`src/rtl/alu_pkg.sv`:
```
// Shared encodings for the ALU: funct3 operation selects, funct7 variant
// selects and the shift-amount width used by the barrel shifter.
package alu_pkg;

    localparam logic [2:0] F3_ADD_SUB = 3'b000;
    localparam logic [2:0] F3_SLL     = 3'b001;
    localparam logic [2:0] F3_AND     = 3'b010;
    localparam logic [2:0] F3_OR      = 3'b011;
    localparam logic [2:0] F3_XOR     = 3'b100;
    localparam logic [2:0] F3_SR      = 3'b101;
    localparam logic [2:0] F3_SLT     = 3'b110;
    localparam logic [2:0] F3_SLTU    = 3'b111;

    // funct7 picks add vs sub under F3_ADD_SUB and logical vs arithmetic under F3_SR
    localparam logic F7_BASE = 1'b0;
    localparam logic F7_ALT  = 1'b1;

    localparam int SHAMT_W = 5;

endpackage

```
`src/rtl/alu_shifter.sv`:
```
// Log-stage barrel shifter. Left shifts reuse the right-shift stages by
// bit-reversing the operand on the way in and on the way out.
module alu_shifter
    import alu_pkg::*;
#(
    parameter int WIDTH = 32
) (
    input  logic [WIDTH-1:0]   a,
    input  logic [SHAMT_W-1:0] shamt,
    input  logic               dir,
    input  logic               arith,
    output logic [WIDTH-1:0]   out
);

    logic             fill;
    logic [WIDTH-1:0] src;
    logic [WIDTH-1:0] stage;

    assign fill = dir & arith & a[WIDTH-1];

    always_comb begin
        src = '0;
        for (int j = 0; j < WIDTH; j++) begin
            src[j] = dir ? a[j] : a[WIDTH-1-j];
        end
    end

    // Stage i shifts right by 2**i, pulling fill bits in from the top
    always_comb begin
        stage = src;
        for (int i = 0; i < SHAMT_W; i++) begin
            if (shamt[i]) begin
                stage = WIDTH'({{WIDTH{fill}}, stage} >> (1 << i));
            end
        end
    end

    always_comb begin
        out = '0;
        for (int j = 0; j < WIDTH; j++) begin
            out[j] = dir ? stage[j] : stage[WIDTH-1-j];
        end
    end

endmodule

```
`src/rtl/alu.sv`:
```
// Single-cycle ALU with a combinational result and an enable-gated register
// stage holding the result and its zero/negative/carry/overflow flags.
module alu
    import alu_pkg::*;
#(
    parameter int WIDTH = 32
) (
    input  logic             clk,
    input  logic             rst,
    input  logic [WIDTH-1:0] operandA,
    input  logic [WIDTH-1:0] operandB,
    input  logic [2:0]       funct3,
    input  logic             funct7,
    input  logic             en,
    output logic [WIDTH-1:0] result,
    output logic [WIDTH-1:0] result_q,
    output logic             zero_q,
    output logic             neg_q,
    output logic             carry_q,
    output logic             ovf_q
);

    logic             isSub;
    logic [WIDTH-1:0] bEff;
    logic [WIDTH-1:0] sum;
    logic             carryOut;
    logic             addOvf;
    logic [WIDTH-1:0] shiftOut;
    logic             shiftRight;
    logic             shiftArith;
    logic             ltSigned;
    logic             ltUnsigned;
    logic             carry;
    logic             ovf;
    logic             zero;
    logic             neg;

    // One adder serves both add and sub: subtract is A + ~B + 1
    assign isSub = (funct7 == F7_ALT);
    assign bEff  = isSub ? ~operandB : operandB;
    assign {carryOut, sum} = {1'b0, operandA} + {1'b0, bEff} + {{WIDTH{1'b0}}, isSub};
    assign addOvf = (operandA[WIDTH-1] == bEff[WIDTH-1]) && (sum[WIDTH-1] != operandA[WIDTH-1]);

    assign shiftRight = (funct3 == F3_SR);
    assign shiftArith = (funct7 == F7_ALT);

    alu_shifter #(
        .WIDTH(WIDTH)
    ) shifter (
        .a    (operandA),
        .shamt(operandB[SHAMT_W-1:0]),
        .dir  (shiftRight),
        .arith(shiftArith),
        .out  (shiftOut)
    );

    assign ltSigned   = $signed(operandA) < $signed(operandB);
    assign ltUnsigned = operandA < operandB;

    always_comb begin
        result = '0;
        carry  = 1'b0;
        ovf    = 1'b0;
        case (funct3)
            F3_ADD_SUB: begin
                result = sum;
                carry  = carryOut;
                ovf    = addOvf;
            end
            F3_SLL:  result = shiftOut;
            F3_AND:  result = operandA & operandB;
            F3_OR:   result = operandA | operandB;
            F3_XOR:  result = operandA ^ operandB;
            F3_SR:   result = shiftOut;
            F3_SLT:  result = {{(WIDTH-1){1'b0}}, ltSigned};
            F3_SLTU: result = {{(WIDTH-1){1'b0}}, ltUnsigned};
            default: result = '0;
        endcase
    end

    assign zero = (result == '0);
    assign neg  = result[WIDTH-1];

    // Reset clears the capture stage asynchronously and overrides en
    always_ff @(posedge clk or posedge rst) begin
        if (rst) begin
            result_q <= '0;
            zero_q   <= 1'b0;
            neg_q    <= 1'b0;
            carry_q  <= 1'b0;
            ovf_q    <= 1'b0;
        end else if (en) begin
            result_q <= result;
            zero_q   <= zero;
            neg_q    <= neg;
            carry_q  <= carry;
            ovf_q    <= ovf;
        end
    end

endmodule

```
`config.mk`:
```
export PLATFORM = sky130hd
export DESIGN_NAME = alu
export DESIGN_NICKNAME = d
export VERILOG_FILES = /design/src/rtl/alu_pkg.sv /design/src/rtl/alu_shifter.sv /design/src/rtl/alu.sv
export SDC_FILE = /design/constraint.sdc
export NUM_CORES = 1
export LEC_CHECK = 0
export ABC_AREA = 1
export CAP_MARGIN = 20
export CORE_MARGIN = 5
export CORE_UTILIZATION = 29
export CTS_CLUSTER_SIZE = 30
export DETAILED_ROUTE_END_ITERATION = 8
export GPL_TIMING_DRIVEN = 0
export SLEW_MARGIN = 20
export SYNTH_ARGS = -nofsm -noshare
export SYNTH_HDL_FRONTEND = slang
export SYNTH_SLANG_ARGS = --single-unit
```
`constraint.sdc`:
```
create_clock -name clk -period 3.7 [get_ports clk]
set_input_delay 0.37 -clock clk [delete_from_list [all_inputs] [get_ports clk]]
set_output_delay 0.37 -clock clk [all_outputs]
set_load 0.05 [all_outputs]
```
# Word level (Yosys, flattened, before mapping)
# Cells that the tools add are included.
# word_totals
out_inout_bits	68
word_cells	101
in_bits	71
regBits	36
# classes
muxes	73
n_eq_ne	9
add_sub_neg	2
n_bitwise	6
magnitude_cmp	2
reduce_logical	4
# op_table
op	count
32-bit case mux with 7 select lines	1
32-bit two-way mux	6
1-bit two-way mux	66
32-bit less-than comparator	2
32-bit by 32-bit adder with 33-bit output	1
33-bit by 1-bit adder with 33-bit output	1
32-bit AND	1
32-bit zero test	1
32-bit inverter	1
32-bit OR	1
32-bit bitwise XOR	1
3-bit == test (second input constant)	4
3-bit by 2-bit == test with 1-bit output (second input constant)	2
3-bit by 1-bit == test with 1-bit output (second input constant)	1
3-bit zero test	1
1-bit AND	2
2-bit OR reduction	1
1-bit == test	1
1-bit logical AND	1
1-bit inequality test	1

# Depth between registers and ports, before layout
# logic_depth
ltp_word	11
ltp_mapped	23
mapped_depth_nobuf	22

# By module
# Synthesis repeated with hierarchy kept, for this count alone.
# unflattened
cells_unflattened	1726
area_unflattened_um2	9619.2
# by_module_without_submodules
mod	cells_per_inst	n_inst	area_each_um2	seq_area_each_um2
alu	1168	1	7110.6	875.8
alu_shifter	558	1	2508.7	0.0

# Worst setup path after synthesis
# No wires, ideal clock.
# synth_timing
kind	input to output
start	input port funct7
end	output port result[31]
setup_slack_ns	0.489
cell_stages	15
required_time_ns	3.330
n_path_buf	2
arrival_ns	2.841
path_cell_list	buf_2 buf_1 xor2_1 ha_1 a21oi_1 inv_1 a31oi_1 o21ai_0 a21oi_1 nand2_1 nand2_1 nand2_1 nor2_1 nor2_1 inv_1
# synth_via
elab_chain_len	9
elab_cells_between_ends	12
classes_between	2 x add/sub; 8 x mux; 2 x bitwise
# synth_rtl
element	line	text
start, declared	alu.sv:13	input logic funct7,
branches (longest 8 deep; another with 32-bit by 32-bit adder with 33-bit output)	n/a	
32-bit case mux with 7 select lines (*)	alu.sv:64	case (funct3)
end, declared	alu.sv:15	output logic [WIDTH-1:0] result,
# Mark *: on every way between the ends.

# Final worst setup path
# layout_timing
start	input port funct3[1]
end	output port result[25]
# layout_via
elab_chain_len	10
elab_cells_between_ends	44
classes_between	7 x eq/ne; 33 x mux; 2 x bitwise; 2 x reduce/logical
# layout_rtl
element	line	text
start, declared	alu.sv:12	input logic [2:0] funct3,
3-bit == test	alu.sv:44, alu.sv:64	
1-bit AND (2 in series)	alu_shifter.sv:19	assign fill = dir & arith & a[WIDTH-1];
32-bit two-way mux (5 in series)	alu_shifter.sv:32	if (shamt[i]) begin
1-bit two-way mux	alu_shifter.sv:41	out[j] = dir ? stage[j] : stage[WIDTH-1-j];
32-bit case mux with 7 select lines (*)	alu.sv:64	
# Mark *: on every way between the ends. The rest lies on a longest branch, timed or not.

==> results.toml <==
[setup_path]
crit_type = "in -> out"
crit_fanout = 10
critPathLaunchType = "input pin"
r2r_cells = 2
r2r_start = "ovf_q$_DFFE_PP0P_"
ff2ff_setup_slack_ns = 2.99
critPathCaptureType = "primary output"
crit_required_ns = 3.33
crit_arrival_ns = 3.28
regToRegEndpoint = "ovf_q$_DFFE_PP0P_"

[timing]
final_hold_viol_count = 0
holdWs_ns = 0.484
min_period_ns = 3.65
slew_headroom_pct = 40.3
worstMarginPinSlew_ns = 0.895
rsz0062_at_grt = "yes"
setup_viol = 0
max_freq_mhz = 274
clock_skew_ns = 0
fin_crit_sh_pct = 98.5
maxSlewViolCount = 0

[cts]
cts_tree = "built"
holdBufCountCts = 0
clk_latency_ns = 0.27
clockRootBuffer = "clkbuf_16"
clockBufferDepth = 2
numClockSinks = 35
cts_max_level = 2
cts_made_buffers = 5
path_clk_slew_ns = 0.05

[worst_hold_path]
min_from = "result_q[20]$_DFFE_PP0P_"
hold_class = "reg -> reg"
worstHoldPathCells = 2
hold_end = "result_q[20]$_DFFE_PP0P_"

[grt]
antenna_found_initial = 0
gr-total-overflow = 0
grt_max_degree = 36
gr-usage-all-layers_pct = 25.4
grt_pass1_wl_mm = 69.4
grt_pass1_vias = 11300

[synthesis]
ys_top_cells_by_count = "nand3_1 (388), nand2_1 (332), inv_1 (188)"
synth_area_per_cell_um2 = 5.80
synth_largest_area_cell = "nand3_1"
synth_top_area_share_pct = 21.5
ys_warn_count = 0
synth_edf_count = 0
syn-num-nets = 1756
synth_area_um2 = 9020
syn_inst = 1557
synthArstFlopShare_pct = 100
synthFlopType = "dfrtp_1"
ys_ff_latch = 35
synthMostInstantiatedCell = "nand3_1"
yosys-top-cells-area = "nand3_1 (22%), ha_1 (18%), nand2_1 (14%), dfrtp_1 (9.7%), inv_1 (7.8%)"
ys_seq_area_share_pct = 9.71
synth_cell_types = 39

[power_and_ir_drop]
vdd_drop_max_uv = 174
powerDensity_nw_per_um2 = 275
p_leak_nw = 5.82

[die]
ios = 139
die-area_um2 = 34700
rows = 64
start_util_pct = 29.4
die_height_um = 186
die_w_um = 186
coreArea_um2 = 30700

[cells_and_area]
layout-drive-gt1-share_pct = 9.86
fin_nets = 1902
stdcell_count = 2100
syn_to_final_growth_pct = 26.1
antennaDiodeCount = 0
fin_util_pct = 37.1

[route]
via_per_inst = 5.62
firstDrtPassIters = 7
wl_per_cell_um = 22.3
drt-total-wl_mm = 46.9
drc = 0
antenna_left = 0
drt_iter0_markers = 1386
dr_total_vias = 11800

[placed_design]
dp.cells = 2088
numPortBuffers = 135
gp_congestion = 1.04
place.detailed.hpwl_mm = 39.2

[run_status]
outcome = "completed"

[job]
max_cap_violations = 0
critical path, stage by stage:
cell             delay (ns)
clkdlybuf4s50_1        0.53
inv_2                  0.16
buf_2                  0.24
nor3_2                 0.14
buf_2                  0.25
a221oi_1               0.75
nand3_1                0.35
nor2_4                 0.19
inv_1                  0.06
buf_2                  0.21
sequential cells by signal, indices dropped and copies added, names as in the netlist:
name / flops
result_q: 32
ovf_q: 1
zero_q: 1
carry_q: 1
worst max-delay path by stage:
stage | from | endpoint | slack (ns) | cells past startpoint
finish | funct3[1] | result[25] | 0.05 | 10
global route | funct3[1] | result[8] | -0.01 | 17
CTS | operandB[3] | result[18] | -0.03 | 17
detailed placement | operandB[1] | result[18] | -1.48 | 18
global placement | operandB[1] | result[18] | -1.48 | 18
floorplan | funct7 | result[31] | 0.49 | 15
cells in the final DEF, fill, tap and decap left out, types with 5 or more instances in the layout:
cell,instances
buf_4,19
clkbuf_2,13
nor2_4,6
buf_2,25
a221oi_1,20
a21oi_2,10
o21ai_0,68
a21oi_1,55
nand3_1,383
nand4_1,28
clkdlybuf4s15_2,9
clkdlybuf4s50_1,89
nand2_2,7
nand2_1,326
nor3_1,9
o22ai_1,8
a21o_1,8
inv_1,187
o21ai_1,7
clkbuf_16,5
buf_1,8
dfrtp_1,35
a211oi_1,9
nor2_2,12
dlymetal6s2s_1,9
nor2_1,88
ha_1,118
ha_2,8
nand3_2,5
clkbuf_1,26
buf_6,13
xor2_1,32
stage by stage:
step,setup slack (ns),TNS (ns),instance area (µm²),power (mW)
global route,-0.0111,-0.0377,11400,3.32
CTS,-0.0295,-0.0557,11100,3.03
floorplan,0.489,0,9020,1.83
global placement,-1.48,-29.18,10900,2.62
detailed placement,-1.48,-29.23,10900,2.62
finish,0.0545,0,11400,3.13
cells by family after synthesis:
kind of cell,share of synthesized area [%]
AOI/OAI and AO/OA,13.4
xor gates and xnor gates,3.49
adders and majority gates,17.8
buffers and inverters,12.1
DFF,9.71
and+or+nand+nor,43.5
area by class of cell:
type / instances / area [µm²]
clock buffer: 7 / 133
sequential: 35 / 876
tap: 396 / 495
clock inverter: 1 / 5.00
fill: 3435 / 19300
multi-input combinational: 1250 / 7360
buffer: 78 / 462
inverter: 194 / 732
timing repair buffer: 139 / 1320
per-layer routing:
| layer | vias up | GRT usage (%) | routed length [µm] |
|---|---|---|---|
| li1 | 5528 | - | - |
| met1 | 5529 | 35.4 | 20600 |
| met2 | 640 | 39.1 | 20200 |
| met3 | 106 | 4.76 | 4150 |
| met4 | 0 | 9.26 | 1940 |
| met5 | - | 0 | 0 |
what timing repair did:
| item | 4_1_cts | 5_1_grt |
|---|---|---|
| gates resized for setup | 182 | 110 |
| endpoints found under the hold margin | 0 | 0 |
| endpoints found under the setup margin | 36 | 32 |
| buffers inserted | 2 | 2 |
| pin swaps | 5 | 7 |
where the power goes:
part,internal (mW),switching [mW]
Combinational,0.692,1.58
Clock,0.248,0.145
Sequential,0.436,0.0308
Total,1.38,1.76
Power figures use the tool's default switching activity.
